`config.mk`:
```
export PLATFORM = sky130hd
export DESIGN_NAME = pixel_serializer_flat
export DESIGN_NICKNAME = d
export VERILOG_FILES = /design/src/rtl/pixel_stream_pkg.sv /design/src/rtl/pixel_serializer_if.sv /design/src/rtl/pixel_piso.sv /design/src/rtl/pixel_serializer.sv /design/src/flat_wrapper.sv
export SDC_FILE = /design/constraint.sdc
export NUM_CORES = 1
export LEC_CHECK = 0
export ABC_AREA = 1
export BUFFER_PORTS_ARGS = -buffer_cell sky130_fd_sc_hd__buf_4
export CORE_UTILIZATION = 45
export DETAILED_ROUTE_END_ITERATION = 8
export GPL_TIMING_DRIVEN = 0
export PLACE_DENSITY = 0.7
export SLEW_MARGIN = 20
export SYNTH_ARGS = -nofsm -noshare
export SYNTH_HDL_FRONTEND = slang
export SYNTH_HIERARCHICAL = 1
export SYNTH_SLANG_ARGS = --single-unit
```
`constraint.sdc`:
```
create_clock -name clk_200mhz -period 2.9 [get_ports clk_200mhz]
set_clock_uncertainty 0.05 [all_clocks]
set_input_delay 0.29 -clock clk_200mhz [delete_from_list [all_inputs] [get_ports clk_200mhz]]
set_output_delay 0.29 -clock clk_200mhz [all_outputs]
set_load 0.02 [all_outputs]
```
`src/rtl/pixel_stream_pkg.sv`:
```
// Shared constants and types for the pixel output stream stage.
package pixel_stream_pkg;

    localparam int PIXEL_W         = 8;
    localparam int PIX_CNT_SOBEL   = 3844;
    localparam int PIX_CNT_POOL_S1 = 3721;
    localparam int PIX_CNT_POOL_S2 = 961;

    typedef enum logic [1:0] {IDLE, RUN, DONE} ser_state_t;

endpackage

```
`src/rtl/pixel_serializer_if.sv`:
```
// Pixel input and serial output handshakes of the pixel serializer.
interface pixel_serializer_if
    import pixel_stream_pkg::*;
#(
    parameter int DATA_W = PIXEL_W
);
    logic [DATA_W-1:0] pix_data;
    logic              pix_valid;
    logic              pix_ready;
    logic              serial_data;
    logic              serial_valid;
    logic              serial_ready_in;

    modport master (
        output pix_data, pix_valid, serial_ready_in,
        input  pix_ready, serial_data, serial_valid
    );

    modport slave (
        input  pix_data, pix_valid, serial_ready_in,
        output pix_ready, serial_data, serial_valid
    );
endinterface

```
`src/rtl/pixel_piso.sv`:
```
// MSB-first parallel-in/serial-out shifter with bit counter and load port.
module pixel_piso #(
    parameter int DATA_W = 8
) (
    input  logic              clk_200mhz,
    input  logic              reset_n,
    input  logic              clr,
    input  logic              load,
    input  logic [DATA_W-1:0] load_data,
    input  logic              serial_ready_in,
    output logic              serial_data,
    output logic              serial_valid,
    output logic              last_xfer
);
    localparam int BC_W = $clog2(DATA_W);
    localparam logic [BC_W-1:0] LAST_BIT = BC_W'(DATA_W - 1);

    logic [DATA_W-1:0] sr;
    logic              sr_full;
    logic [BC_W-1:0]   bit_cnt;
    logic              xfer;

    assign xfer      = sr_full && serial_ready_in;
    assign last_xfer = xfer && (bit_cnt == LAST_BIT);

    always_ff @(posedge clk_200mhz or negedge reset_n) begin
        if (!reset_n) begin
            sr      <= '0;
            sr_full <= 1'b0;
            bit_cnt <= '0;
        end else if (clr) begin
            sr      <= '0;
            sr_full <= 1'b0;
            bit_cnt <= '0;
        end else if (xfer) begin
            if (bit_cnt == LAST_BIT) begin
                bit_cnt <= '0;
                // Reloading on the last bit keeps back-to-back bytes gapless.
                if (load) begin
                    sr <= load_data;
                end else begin
                    sr      <= sr << 1;
                    sr_full <= 1'b0;
                end
            end else begin
                sr      <= sr << 1;
                bit_cnt <= bit_cnt + BC_W'(1);
            end
        end else if (load) begin
            sr      <= load_data;
            sr_full <= 1'b1;
        end
    end

    assign serial_data  = sr[DATA_W-1];
    assign serial_valid = sr_full;
endmodule

```
`src/rtl/pixel_serializer.sv`:
```
// Frame-counting pixel serializer: FIFO pixels in, one bit per transfer out.
module pixel_serializer
    import pixel_stream_pkg::*;
#(
    parameter int DATA_W    = PIXEL_W,
    parameter int PIXEL_CNT = PIX_CNT_POOL_S2,
    parameter int CNT_W     = $clog2(PIXEL_CNT + 1)
) (
    input  logic             clk_200mhz,
    input  logic             reset_n,
    input  logic             start,
    pixel_serializer_if.slave bus,
    output logic [CNT_W-1:0] pix_count,
    output logic             frame_done
);
    ser_state_t        state_q, state_d;
    logic [DATA_W-1:0] hold;
    logic              hold_full;
    logic [CNT_W-1:0]  acc_cnt;
    logic              pix_ready_c;
    logic              clr;
    logic              accept;
    logic              load;
    logic              last_xfer;
    logic              frame_last;
    logic              sr_full;

    assign accept     = pix_ready_c && bus.pix_valid;
    assign load       = hold_full && (!sr_full || last_xfer);
    assign frame_last = last_xfer && (pix_count == CNT_W'(PIXEL_CNT - 1));

    always_ff @(posedge clk_200mhz or negedge reset_n) begin
        if (!reset_n) state_q <= IDLE;
        else          state_q <= state_d;
    end

    // A falling start in RUN is deliberately ignored so a frame always completes.
    always_comb begin
        state_d     = state_q;
        pix_ready_c = 1'b0;
        clr         = 1'b0;
        case (state_q)
            IDLE: begin
                if (start) begin
                    state_d = RUN;
                    clr     = 1'b1;
                end
            end
            RUN: begin
                pix_ready_c = !hold_full && (acc_cnt < CNT_W'(PIXEL_CNT));
                if (frame_last) state_d = DONE;
            end
            DONE: begin
                if (!start) state_d = IDLE;
            end
            default: state_d = IDLE;
        endcase
    end

    always_ff @(posedge clk_200mhz or negedge reset_n) begin
        if (!reset_n) begin
            hold       <= '0;
            hold_full  <= 1'b0;
            acc_cnt    <= '0;
            pix_count  <= '0;
            frame_done <= 1'b0;
        end else begin
            frame_done <= frame_last;
            if (clr) begin
                hold      <= '0;
                hold_full <= 1'b0;
                acc_cnt   <= '0;
                pix_count <= '0;
            end else begin
                if (accept) begin
                    hold      <= bus.pix_data;
                    hold_full <= 1'b1;
                    acc_cnt   <= acc_cnt + CNT_W'(1);
                end else if (load) begin
                    hold_full <= 1'b0;
                end
                if (last_xfer) pix_count <= pix_count + CNT_W'(1);
            end
        end
    end

    pixel_piso #(.DATA_W(DATA_W)) u_piso (
        .clk_200mhz      (clk_200mhz),
        .reset_n         (reset_n),
        .clr             (clr),
        .load            (load),
        .load_data       (hold),
        .serial_ready_in (bus.serial_ready_in),
        .serial_data     (bus.serial_data),
        .serial_valid    (sr_full),
        .last_xfer       (last_xfer)
    );

    assign bus.serial_valid = sr_full;
    assign bus.pix_ready    = pix_ready_c;
endmodule
```
`src/flat_wrapper.sv`:
```
// flat-port wrapper written by rule: the top's interface ports become plain ports
module pixel_serializer_flat import pixel_stream_pkg::*;
#(
    parameter int DATA_W    = PIXEL_W,
    parameter int PIXEL_CNT = PIX_CNT_POOL_S2,
    parameter int CNT_W     = $clog2(PIXEL_CNT + 1)
)
  (clk_200mhz, reset_n, start, pix_count, frame_done, bus_pix_data, bus_pix_valid, bus_serial_ready_in, bus_pix_ready, bus_serial_data, bus_serial_valid);
  pixel_serializer_if #(.DATA_W(DATA_W)) bus_i ();
  input  logic clk_200mhz;
  input  logic reset_n;
  input  logic start;
  output logic [CNT_W-1:0] pix_count;
  output logic frame_done;
  input wire logic [$bits(bus_i.pix_data)-1:0] bus_pix_data;
  input wire logic [$bits(bus_i.pix_valid)-1:0] bus_pix_valid;
  input wire logic [$bits(bus_i.serial_ready_in)-1:0] bus_serial_ready_in;
  output wire logic [$bits(bus_i.pix_ready)-1:0] bus_pix_ready;
  output wire logic [$bits(bus_i.serial_data)-1:0] bus_serial_data;
  output wire logic [$bits(bus_i.serial_valid)-1:0] bus_serial_valid;
  assign bus_i.pix_data = bus_pix_data;
  assign bus_i.pix_valid = bus_pix_valid;
  assign bus_i.serial_ready_in = bus_serial_ready_in;
  assign bus_pix_ready = bus_i.pix_ready;
  assign bus_serial_data = bus_i.serial_data;
  assign bus_serial_valid = bus_i.serial_valid;
  pixel_serializer #(.DATA_W(DATA_W), .PIXEL_CNT(PIXEL_CNT), .CNT_W(CNT_W)) u_core (.clk_200mhz(clk_200mhz), .reset_n(reset_n), .start(start), .bus(bus_i), .pix_count(pix_count), .frame_done(frame_done));
endmodule
```
## Yosys cells after proc, flatten, opt, wreduce, memory -nomap -nowiden

Cells that the tools add are included.
W data, S select, Z words.

- Register bits: 44
- Latch bits: 0
- Memory bits (writable): 0
- ROM bits: 0
- Bits of input ports: 13
- Output and inout port bits: 14
- Logic and storage cells: 68
- Memories: 0

- Add/sub/neg operators: 3
- Multipliers: 0
- Div/mod/pow operators: 0
- Order comparisons: 1
- Eq/ne operators: 9
- Shift-type cells: 0
- Muxes and demuxes: 29
- Bitwise operators: 0
- Reduce and logical (&&, ||, !) cells: 17

Operator list:

| cell | count |
|---|---|
| $mux W8 | 7 |
| $mux W10 | 4 |
| $add A10 B1 Y10 const B | 2 |
| $mux W1 | 11 |
| $eq A10 B10 Y1 const B | 1 |
| $lt A10 B10 Y1 const B | 1 |
| $mux W3 | 3 |
| $logic_and A1 B1 Y1 | 6 |
| $mux W2 | 3 |
| $pmux W2 S3 | 1 |
| $reduce_and A3 Y1 | 2 |
| $reduce_bool A2 Y1 | 3 |
| $reduce_bool A3 Y1 | 2 |
| $ne A2 B2 Y1 const B | 2 |
| $add A3 B1 Y3 const B | 1 |
| $eq A3 B3 Y1 const B | 1 |
| $ne A3 B1 Y1 const B | 1 |
| $ne A3 B2 Y1 const B | 1 |
| $eq A2 B1 Y1 const B | 1 |
| $eq A2 B2 Y1 const B | 1 |
| $logic_not A1 Y1 | 2 |
| $logic_not A2 Y1 | 1 |
| $ne A2 B1 Y1 const B | 1 |
| $logic_or A1 B1 Y1 | 1 |

## Longest topological paths before layout

Gate-level depths: netlist of the first run.

- Depth after elaboration: 8
- Mapped depth: 12
- Gate-level depth less buffers: 12

## Modules after synthesis

Netlist of the first run, hierarchy kept.

Modules (own cells, without submodules):

| module | instances | cells an instance | area an instance (um^2) | seq. area each (um^2) |
|---|---|---|---|---|
| pixel_serializer | 1 | 226 | 1745.4 | 800.8 |
| pixel_piso | 1 | 91 | 726.9 | 300.3 |

## Worst setup path after synthesis of the first run

OpenSTA, ideal clock, no wires.

- Path kind: register to register
- Start point: reg u_core.u_piso.bit_cnt[0]
- End point: reg u_core.u_piso.sr[0]
- Setup time: 0.126 ns
- Arrival time: 1.911 ns
- Data required time: 2.724 ns
- Slack: 0.813 ns
- Cell stages (with the launch flop): 12
- Buffers on the path: 0
- Clock period less this slack: 2.087 ns
- Cell sequence: dfrtp_1 -> ha_1 -> ha_1 -> inv_1 -> nor2_1 -> inv_1 -> a21oi_1 -> nor2_1 -> nand2_2 -> inv_1 -> nand2_1 -> o21ai_0

- Word-level cells in the longest chain between the ends: 8
- Elaborated cells on any way between the ends: 9
- Classes of those cells: eq/ne: 1; mux: 4; reduce/logical: 4

RTL lines:

| element | RTL line | source |
|---|---|---|
| start, declared | pixel_piso.sv:20 | `logic [BC_W-1:0] bit_cnt;` |
| start signal, assigned | pixel_piso.sv:47 | `bit_cnt <= bit_cnt + BC_W'(1);` |
| $eq A3 B3 Y1 (*) | pixel_piso.sv:24 | `assign last_xfer = xfer && (bit_cnt == LAST_BIT);` |
| $logic_and A1 B1 Y1 (*) | pixel_piso.sv:24 |  |
| via u_core.last_xfer | pixel_serializer.sv:24 | `logic last_xfer;` |
| $logic_or A1 B1 Y1 (*) | pixel_serializer.sv:29 | `assign load = hold_full && (!sr_full \|\| last_xfer);` |
| $logic_and A1 B1 Y1 (*) | pixel_serializer.sv:29 |  |
| via u_core.load | pixel_serializer.sv:23 | `logic load;` |
| $mux W8 | pixel_piso.sv:39 | `if (load) begin` |
| $mux W8 | pixel_piso.sv:36 | `if (bit_cnt == LAST_BIT) begin` |
| $mux W8 | pixel_piso.sv:35 | `end else if (xfer) begin` |
| $mux W8 | pixel_piso.sv:31 | `end else if (clr) begin` |
| end signal, assigned | pixel_piso.sv:40 | `sr <= load_data;` |
| end signal, assigned | pixel_piso.sv:42 | `sr <= sr << 1;` |
| end signal, assigned | pixel_piso.sv:46 | `sr <= sr << 1;` |
| end, declared | pixel_piso.sv:18 | `logic [DATA_W-1:0] sr;` |

Mark *: on every way through the listed nets, which the timed path passes. The rest lies on a longest branch.
A chain may end at the register's enable or synchronous reset.

## Final worst setup path of the first run

- Start point: reg u_core.u_piso.bit_cnt[1]
- End point: reg u_core.u_piso.sr[0]

Same word-level chain as after synthesis.

==> metrics.md, run 1 <==
| Metric | Value |
|---|---|
| Status | `finished clean` |
| Largest family of logic cells by synthesized area | `simple AND/OR/NAND/NOR gates` |
| Max-cap violations | `0` |
| Most frequent cells in the layout | `nand2_1, dfrtp_1, inv_1, nand3_1, nor2_1` |
| Area growth from synthesis to layout | `16.8%` |
| Initial antenna violation count | `0` |
| Cell Area, Placed | `around 2800 um^2` |
| Worst-case clock buffer depth | `2` |
| Max Freq | `~390 MHz` |
| H-tree Lvls | `2` |
| Diode count | `0` |
| Port-buffer cells | `26` |
| Req. time, crit path | `roughly 3 ns` |
| Synth Register Bits | `44` |
| Root Driver | `clkbuf_8` |
| Mean post-synth cell area | `7.80 um^2` |
| Tot GR Track Use | `18.7%` |
| CP max FO | `8` |
| Synth Area in Compound Gates | `5.92%` |
| Routability cong. | `between 0.8 and 0.9` |
| Worst min-delay path category | `in2reg` |
| Reg2Reg Capture Point | `u_core/u_piso/sr[0]$_DFFE_PN0P_` |
| CP Class | `reg2reg` |
| Remaining Overflow, GRT | `0` |
| Share of layout cells above drive strength 1 | `18.8%` |
| Core Region | `5200 um^2` |
| Ys Warns | `6` |
| Detailed Place HPWL | `3600 um` |
| Final WL | `5010 um` |
| Fin crit share | `between 80 and 90%` |
| Crit end category | `register` |
| Die area | `5790 um^2` |
| Vias in the first global route | `1,965` |
| R2r startpoint | `u_core/u_piso/bit_cnt[1]$_DFFE_PN0N_` |
| Design area | `2890 um^2` |
| Height of the die | `about 76 um` |
| Register area share after synthesis | `44.5%` |
| Number of clock sinks | `44` |
| TritonCTS Buffers | `5` |
| Ranking of synthesized cells by area | `dfrtp_1, nand2_1, nand3_1` |
| Area share of the largest cell type after synthesis | `44.5%` |
| Power per cell area | `roughly 810 nW/um^2` |
| Via count | `2,044` |
| IO Pins | `27` |
| Worst R2R Setup Slack | `approximately 0.36 ns` |
| Post-route insts no fill | `422` |
| Hold EP | `u_core/hold[6]$_DFFE_PN0P_` |
| Fin Hold WS | `0.177 ns` |
| CP Data Arrival Time | `2.68 ns` |
| Vias/cell | `4.84` |
| Final core utilization | `approximately 55%` |
| Global-route wire length before repair | `8740 um` |
| Worst Setup Start Kind | `register` |
| Max VDD drop | `between 500 and 600 uV` |
| Cell count after synthesis | `317` |
| Slew Limit Fails | `0` |
| Synthesized area | `approximately 2500 um^2` |
| Routed len/inst | `11.9 um` |
| # DRC | `0` |
| Worst Reg-to-Reg Cells | `11` |
| RSZ-0062 raised after global routing | `false` |
| Hold depth | `3` |
| Area leader, netlist | `dfrtp_1` |
| Nets | `371` |
| Slew @ Worst Pin | `0.582 ns` |
| Worst Hold Launch | `bus_pix_data[6]` |
| Iter 0 DRT Violations | `about 130` |
| Synth Area in Adders | `3.54%` |
| Total Neg Setup Slack | `0 ns` |
| DIE WIDTH | `76.1 um` |
| Post-synthesis mux area share | `0%` |
| Setup-failing EPs final | `0` |
| Commonest non-fill, non-tap cell in the layout | `nand2_1` |
| Async set or reset register ratio after synthesis | `100%` |
| XOR/XNOR Fraction of Synth Area | `1.06%` |
| Starting density of the core | `47.5%` |
| Final Power | `2.33 mW` |
| Placed Instances | `slightly above 400` |
| Largest net degree at the start of global routing | `45` |
| Ys flop type | `dfrtp_1` |
| Count of cell types in the netlist | `31` |
| Leakage | `1.55 nW` |
| # Post-CTS Setup Buffers | `0` |
| Router iterations before antenna repair | `4` |
| Antenna viol nets, final | `0` |
| CTS clk-pin slew, worst paths | `~0.09 ns` |
| Clk Latency, worst-skew pair | `~0.30 ns` |
| Synth Area in Simple Gates | `35.6%` |
| Post-Syn Nets | `337` |
| Crit path time final | `2.54 ns` |
| Worst slack at placement | `around 0.38 ns` |
| Number of cell rows | `26` |
| Rel. slew slack | `roughly three fifths` |
| Post-synth EDFFs | `0` |
| Final hold vios | `0` |
| CTS tree | `yes` |
| Worst Setup Slack, final | `0.361 ns` |
cell usage after synthesis, types with 3 or more instances:
cell type and number:
a21oi_1 4, buf_2 4, dfrtp_1 44, ha_1 7
inv_1 38, nand2_1 92, nand2_4 3, nand3_1 38
nand3_2 7, nand4_1 3, nor2_1 28, nor2_2 3
nor3_1 4, o21ai_0 11, o21ai_1 10
worst max-delay path, stage by stage (launching register included):
cell and delay, ns:
dfrtp_1 0.37, ha_1 0.17, ha_1 0.20, inv_1 0.07
nor2_1 0.34, inv_1 0.20, a21oi_1 0.51, nor2_1 0.13
nand2_2 0.11, inv_1 0.13, nand2_1 0.08, o21ai_0 0.07
kinds of logic after synthesis:
logic type / count (synthesis)
AO/OA/AOI/OAI: 28
XOR/XNOR: 3
adder cells (fa/ha/maj): 7
buffers and inverters: 49
flip-flops: 44
AND/OR/NAND/NOR: 186
registers in the layout (all words and copies together), names as in the netlist:
signal                      count
u_core/acc_cnt                 10
u_core/pix_count               10
u_core/hold                     8
u_core/u_piso/sr                8
u_core/u_piso/bit_cnt           3
u_core/state_q                  2
u_core/frame_done               1
u_core/hold_full                1
u_core/u_piso/serial_valid      1
worst max path at each step:
stage / end / from
6_report: u_core/u_piso/sr[0]$_DFFE_PN0P_ / u_core/u_piso/bit_cnt[1]$_DFFE_PN0N_
5_1_grt: u_core/u_piso/sr[4]$_DFFE_PN0P_ / u_core/u_piso/bit_cnt[1]$_DFFE_PN0N_
4_1_cts: u_core/u_piso/sr[3]$_DFFE_PN0P_ / u_core/u_piso/bit_cnt[1]$_DFFE_PN0N_
3_5_place_dp: u_core/u_piso/sr[0]$_DFFE_PN0P_ / u_core/u_piso/bit_cnt[1]$_DFFE_PN0N_
3_3_place_gp: u_core/u_piso/sr[5]$_DFFE_PN0P_ / u_core/u_piso/bit_cnt[0]$_DFFE_PN0N_
2_1_floorplan: u_core/u_piso/sr[0]$_DFFE_PN0P_ / u_core/u_piso/bit_cnt[0]$_DFFE_PN0N_
final cells by class:
class                   count  area, um^2
well taps                  70        87.6
flip-flops and latches     44        1100
clock inverters             2        38.8
repair buffers             27         205
fillers                   492        2320
clock buffers               6        82.6
plain buffers               8        70.1
inverters                  41         160
multi-input cells         224        1140
per-layer routing:
layer  vias up  part of all wire, %  GRT usage (%)
li1       1069                    -              -
met1       938                   46           23.4
met5         -                    0              0
met4         0                 0.38           5.58
met2        35                   48           32.8
met3         2                  4.8           3.23
what timing repair did:
item	CTS	global route
gates resized for setup	0	0
hold buffers	1	0
hold endpoints to repair	44	0
setup endpoints to repair	0	0
power by group:
part,internal [mW],switching (mW)
Combinational,0.356,0.496
Clock,0.282,0.216
Sequential,0.804,0.173
Power figures use the tool's default switching activity.
==> inputs of run 2 (changes only) <==
--- a/config.mk
+++ b/config.mk
@@ -7,6 +7,7 @@
 export LEC_CHECK = 0
 export ABC_AREA = 1
 export BUFFER_PORTS_ARGS = -buffer_cell sky130_fd_sc_hd__buf_4
+export CAP_MARGIN = 0
 export CORE_UTILIZATION = 45
 export DETAILED_ROUTE_END_ITERATION = 8
 export GPL_TIMING_DRIVEN = 0
==> constraint.sdc (replaced) <==
create_clock -name clk_200mhz -period 2.62 [get_ports clk_200mhz]
set_clock_uncertainty 0.05 [all_clocks]
set_input_delay 0.262 -clock clk_200mhz [delete_from_list [all_inputs] [get_ports clk_200mhz]]
set_output_delay 0.262 -clock clk_200mhz [all_outputs]
set_load 0.02 [all_outputs]
==> metrics.md, run 2 (synthesized netlist as in run 1, its figures left out) <==
| Metric | Value |
|---|---|
| Status | `finished clean` |
| Router iterations before antenna repair | `4 (unchanged)` |
| Power per cell area | `894 nW/um^2 (+11%)` |
| Regs by FF count | `u_core/acc_cnt x10, u_core/pix_count x10` |
| Routability cong. | `0.817 (unchanged)` |
| # Post-CTS Setup Buffers | `0 (unchanged)` |
| Leakage | `1.55 nW (about the same)` |
| Commonest non-fill, non-tap cell in the layout | `nand2_1` |
| Height of the die | `76.1 um (unchanged)` |
| Slew Limit Fails | `0 (unchanged)` |
| Routed len/inst | `11.9 um (+0.44%)` |
| Design area | `2890 um^2 (+0.22%)` |
| # DRC | `0 (unchanged)` |
| Cell Area, Placed | `2760 um^2 (unchanged)` |
| Rel. slew slack | `63.7% (+2.6 points)` |
| Tot GR Track Use | `18.7% (unchanged)` |
| Worst Setup Start Kind | `register` |
| Global-route wire length before repair | `8740 um (unchanged)` |
| Final core utilization | `55.6% (+0.12 points)` |
| CP Buf/Inv Count | `3 (unchanged)` |
| Initial antenna violation count | `0 (unchanged)` |
| Starting density of the core | `47.5% (unchanged)` |
| Crit end category | `register` |
| CP Data Arrival Time | `2.40 ns (-0.28 ns)` |
| CTS tree | `yes` |
| Max Freq | `443 MHz (+12%)` |
| Fin crit share | `86.2% (-1.4 points)` |
| Filler cells | `491 (-0.20%)` |
| Vias/cell | `4.90 (+1.1%)` |
| Max VDD drop | `648 uV (+11%)` |
| Via count | `2,066 (+1.1%)` |
| Iter 0 DRT Violations | `124 (-3.9%)` |
| Crit path time final | `2.26 ns (-0.281 ns)` |
| CP max FO | `8 (unchanged)` |
| Share of layout cells above drive strength 1 | `19.3% (+0.57 points)` |
| Crit path max-delay family | `simple AND/OR/NAND/NOR gates` |
| Total Neg Setup Slack | `0 ns (unchanged)` |
| Die area | `5790 um^2 (unchanged)` |
| Antenna viol nets, final | `0 (unchanged)` |
| Number of cell rows | `26 (unchanged)` |
| H-tree Lvls | `2 (unchanged)` |
| Worst-case clock buffer depth | `2 (unchanged)` |
| Core Region | `5200 um^2 (unchanged)` |
| Clk Latency, worst-skew pair | `0.30 ns (about the same)` |
| Worst min-delay path category | `in2reg` |
| Number of clock sinks | `44 (unchanged)` |
| Final WL | `5030 um (+0.44%)` |
| TritonCTS Buffers | `5 (unchanged)` |
| Slew @ Worst Pin | `0.544 ns (-0.0384 ns)` |
| Max-cap violations | `0 (unchanged)` |
| Port-buffer cells | `26 (unchanged)` |
| Max stage delay cell, worst path | `dfrtp_1` |
| Worst Hold Launch | `bus_pix_data[6]` |
| Post-route insts no fill | `422 (unchanged)` |
| Setup-failing EPs final | `0 (unchanged)` |
| Nets | `371 (unchanged)` |
| CTS clk-pin slew, worst paths | `0.09 ns (about the same)` |
| Slowest cell delay on critical path | `0.37 ns (-0.14 ns)` |
| RSZ-0062 raised after global routing | `false` |
| Worst Setup SP | `u_core/u_piso/bit_cnt[1]$_DFFE_PN0N_` |
| Area growth from synthesis to layout | `17.0%` |
| Most frequent cells in the layout | `nand2_1, dfrtp_1, inv_1, nand3_1` |
| Largest net degree at the start of global routing | `45 (unchanged)` |
| Vias in the first global route | `1,965 (unchanged)` |
| CP Class | `reg2reg` |
| Placed Instances | `413 (unchanged)` |
| Worst R2R Setup Slack | `0.36 ns (about the same)` |
| R2r startpoint | `u_core/u_piso/bit_cnt[1]$_DFFE_PN0N_` |
| Req. time, crit path | `2.76 ns (-0.28 ns)` |
| Remaining Overflow, GRT | `0 (unchanged)` |
| Diode count | `0 (unchanged)` |
| Final hold vios | `0 (unchanged)` |
| DIE WIDTH | `76.1 um (unchanged)` |
| IO Pins | `27 (unchanged)` |
| Crit path cell chain | `ha_1 -> ha_1 -> inv_1 -> nor2_2 -> inv_1 -> a21oi_2 -> nor2_1 -> nand2_2 -> inv_1 -> nand2_1 -> o21ai_0` |
| Most used cell, CP | `inv_1` |
| Detailed Place HPWL | `3600 um (unchanged)` |
| Root Driver | `clkbuf_8` |
[run 2: per-stage QoR]
step	setup WS [ns]	hold WS (ns)	power [mW]
after detailed placement	0.0997	0.246	2.04
after global placement	0.137	0.250	2.01
final	0.362	0.148	2.59
after CTS	0.0586	0.145	2.60
after floorplan	0.533	-0.0836	1.77
after global routing	0.127	0.149	2.79
[run 2: final timing paths]
path	depth (start not counted)	endpoint
worst max-delay path	11	u_core/u_piso/sr[0]$_DFFE_PN0P_
worst min-delay path	3	u_core/hold[6]$_DFFE_PN0P_
worst max register to register	11	u_core/u_piso/sr[0]$_DFFE_PN0P_
worst min register to register	2	u_core/u_piso/sr[7]$_DFFE_PN0P_
max in group asynchronous	2	u_core/state_q[1]$_DFFE_PN0P_
min in group asynchronous	2	u_core/u_piso/sr[1]$_DFFE_PN0P_
[run 2: power breakdown]
part,internal (mW),switching [mW]
registers,0.890,0.193
clock network,0.312,0.240
logic,0.396,0.554
total,1.60,0.987
[run 2: repair_timing]
action / in CTS / in global routing
resized for setup: 0 / 2
hold endpoints to repair: 44 / 0
endpoints found under the setup margin: 0 / 9
hold buffers: 1 / 0
[run 2: per-layer routing]
layer  wire (um)  up-vias  track usage, %
met2        2440       35            32.8
met5           0        -               0
met1        2360      953            23.4
li1            -     1076               -
met3         217        2            3.23
met4          19        0            5.58
[run 2: worst min-delay path: stages]
cell,delay [ns]
buf_4,0.11
inv_1,0.04
o21ai_1,0.06
[run 2: cell type report]
| type | count | area [um^2] | area share, % |
|---|---|---|---|
| Sequential cell | 44 | 1100 | 38.1 |
| Tap cell | 70 | 87.6 | 3.03 |
| Buffer | 8 | 70.1 | 2.42 |
| Timing Repair Buffer | 27 | 205 | 7.09 |
| Clock buffer | 6 | 82.6 | 2.85 |
| Multi-Input combinational cell | 224 | 1150 | 39.7 |
| Clock inverter | 2 | 38.8 | 1.34 |
| Inverter | 41 | 160 | 5.54 |
==> inputs of run 3 (changes only) <==
--- a/config.mk
+++ b/config.mk
@@ -9,9 +9,10 @@
 export BUFFER_PORTS_ARGS = -buffer_cell sky130_fd_sc_hd__buf_4
 export CAP_MARGIN = 0
 export CORE_UTILIZATION = 45
+export CTS_BUF_LIST = sky130_fd_sc_hd__clkbuf_8 sky130_fd_sc_hd__clkbuf_16
 export DETAILED_ROUTE_END_ITERATION = 8
 export GPL_TIMING_DRIVEN = 0
-export PLACE_DENSITY = 0.7
+export PLACE_DENSITY = 0.73
 export SLEW_MARGIN = 20
 export SYNTH_ARGS = -nofsm -noshare
 export SYNTH_HDL_FRONTEND = slang
==> metrics.md, run 3 (synthesized netlist as in run 1, its figures left out) <==
| Metric | Value |
|---|---|
| Largest net degree at the start of global routing | `45 (unchanged)` |
| Power per cell area | `901 nW/um^2 (+0.81%)` |
| Req. time, crit path | `2.76 ns (about the same)` |
| Port-buffer cells | `26 (unchanged)` |
| Slew Limit Fails | `0 (unchanged)` |
| Worst min-delay path category | `in2reg` |
| Most frequent cells in the layout | `nand2_1, dfrtp_1, inv_1, nand3_1` |
| RSZ-0062 raised after global routing | `false` |
| Total Neg Setup Slack | `0 ns (unchanged)` |
| Rel. slew slack | `63.0% (-0.73 points)` |
| Worst Hold Launch | `bus_pix_data[7]` |
| Max stage delay cell, worst path | `dfrtp_1` |
| Root Driver | `clkbuf_8` |
| Leakage | `1.55 nW (unchanged)` |
| Iter 0 DRT Violations | `116 (-6.5%)` |
| CP max FO | `8 (unchanged)` |
| Height of the die | `76.1 um (unchanged)` |
| Area growth from synthesis to layout | `17.0% (unchanged)` |
| Worst Setup Slack, final | `0.376 ns (+0.0143 ns)` |
| R2r startpoint | `u_core/u_piso/bit_cnt[1]$_DFFE_PN0N_` |
| Worst Setup Start Kind | `register` |
| Diode count | `0 (unchanged)` |
| Worst Reg-to-Reg Cells | `11 (unchanged)` |
| CTS tree | `yes` |
| Commonest non-fill, non-tap cell in the layout | `nand2_1` |
| Most used cell, CP | `inv_1` |
| Final hold vios | `0 (unchanged)` |
| Antenna viol nets, final | `0 (unchanged)` |
| Worst Setup SP | `u_core/u_piso/bit_cnt[1]$_DFFE_PN0N_` |
| Tot GR Track Use | `19.4% (+0.69 points)` |
| TritonCTS Buffers | `5 (unchanged)` |
| CP Data Arrival Time | `2.38 ns (-0.02 ns)` |
| Max VDD drop | `336 uV (-48%)` |
| Number of clock sinks | `44 (unchanged)` |
| Starting density of the core | `47.5% (unchanged)` |
| Filler cells | `504 (+2.6%)` |
| Routability cong. | `0.823 (+0.78%)` |
| DIE WIDTH | `76.1 um (unchanged)` |
| Global-route wire length before repair | `8970 um (+2.6%)` |
| Number of cell rows | `26 (unchanged)` |
| Vias in the first global route | `2,014 (+2.5%)` |
| Crit end category | `register` |
| Vias/cell | `4.96 (+1.4%)` |
| Worst-case clock buffer depth | `2 (unchanged)` |
| CP Class | `reg2reg` |
| Detailed Place HPWL | `3670 um (+2.0%)` |
| Max-cap violations | `0 (unchanged)` |
| # DRC | `0 (unchanged)` |
| CTS clk-pin slew, worst paths | `0.09 ns (about the same)` |
| Max Freq | `446 MHz (+0.64%)` |
| Router iterations before antenna repair | `4 (unchanged)` |
| Fin crit share | `85.6% (-0.55 points)` |
| Slew @ Worst Pin | `0.555 ns (+0.0109 ns)` |
| IO Pins | `27 (unchanged)` |
| Die area | `5790 um^2 (unchanged)` |
| Via count | `2,095 (+1.4%)` |
| Nets | `371 (unchanged)` |
| Crit path time final | `2.24 ns (-0.0143 ns)` |
| Initial antenna violation count | `0 (unchanged)` |
| Worst slack at placement | `0.123 ns (+0.0232 ns)` |
| Slowest cell delay on critical path | `0.36 ns (about the same)` |
| Clk Latency, worst-skew pair | `0.30 ns (about the same)` |
| Hold depth | `3 (unchanged)` |
| H-tree Lvls | `2 (unchanged)` |
| Remaining Overflow, GRT | `0 (unchanged)` |
| Setup-failing EPs final | `0 (unchanged)` |
| Share of layout cells above drive strength 1 | `19.3% (unchanged)` |
| Final WL | `5150 um (+2.4%)` |
| Core Region | `5200 um^2 (unchanged)` |
| Crit path cell chain | `ha_1 -> ha_1 -> inv_1 -> nor2_2 -> inv_1 -> a21oi_2 -> nor2_1 -> nand2_2 -> inv_1 -> nand2_1 -> o21ai_0` |
| Regs by FF count | `u_core/acc_cnt x10, u_core/pix_count x10` |
| Routed len/inst | `12.2 um (+2.4%)` |
| Status | `finished clean` |
run 3: final cells by class:
type | instances | area [um^2] | area share [%]
sequential | 44 | 1100 | 38.1
clock buffer | 6 | 82.6 | 2.85
clock inverter | 2 | 38.8 | 1.34
multi-input combinational | 224 | 1150 | 39.7
buffer | 8 | 70.1 | 2.42
inverter | 41 | 160 | 5.54
timing repair buffer | 27 | 205 | 7.09
tap | 70 | 87.6 | 3.03
run 3: worst max-delay path, delay by kind of cell (launching register included):
kind | cells | cell delay (ns)
simple gates | 4 | 0.53
buf+inv | 3 | 0.40
compound gates | 2 | 0.40
fa+ha+maj | 2 | 0.38
flops | 1 | 0.36
run 3: layer usage:
layer | vias up | global-route usage (%) | share of wire, %
met2 | 38 | 32.6 | 47
met1 | 978 | 24.5 | 48
met5 | - | 0 | 0
met4 | 0 | 7.50 | 1.6
li1 | 1071 | - | -
met3 | 8 | 3.71 | 3.4
run 3: power breakdown:
group          switching (mW)  internal [mW]
clock network           0.252          0.312
logic                   0.560          0.397
registers               0.195          0.890
run 3: path summary, 6_finish.rpt:
path	end	slack, ns
max	u_core/u_piso/sr[0]$_DFFE_PN0P_	0.38
min	u_core/hold[7]$_DFFE_PN0P_	0.15
max reg2reg	u_core/u_piso/sr[0]$_DFFE_PN0P_	0.38
min reg2reg	u_core/u_piso/sr[7]$_DFFE_PN0P_	0.44
max in group asynchronous	u_core/u_piso/sr[0]$_DFFE_PN0P_	1.70
min in group asynchronous	u_core/frame_done$_DFF_PN0_	0.44
run 3: what timing repair did:
item,4_1_cts,5_1_grt
gates resized for setup,0,2
endpoints found under the setup margin,0,9
endpoints found under the hold margin,44,0
hold buffers,1,0
buffers inserted,0,0
run 3: through the flow:
stage          power (mW)  utilization, %  hold WS, ns  cells  instance area, um^2
2_1_floorplan        1.77               -      -0.0836    317                 2470
3_3_place_gp         2.01            52.9        0.245    413                 2760
3_5_place_dp         2.05            52.9        0.251    413                 2760
4_1_cts              2.62            55.5        0.150    422                 2890
5_1_grt              2.81            55.6        0.146    422                 2890
6_report             2.61            55.6        0.148    422                 2890
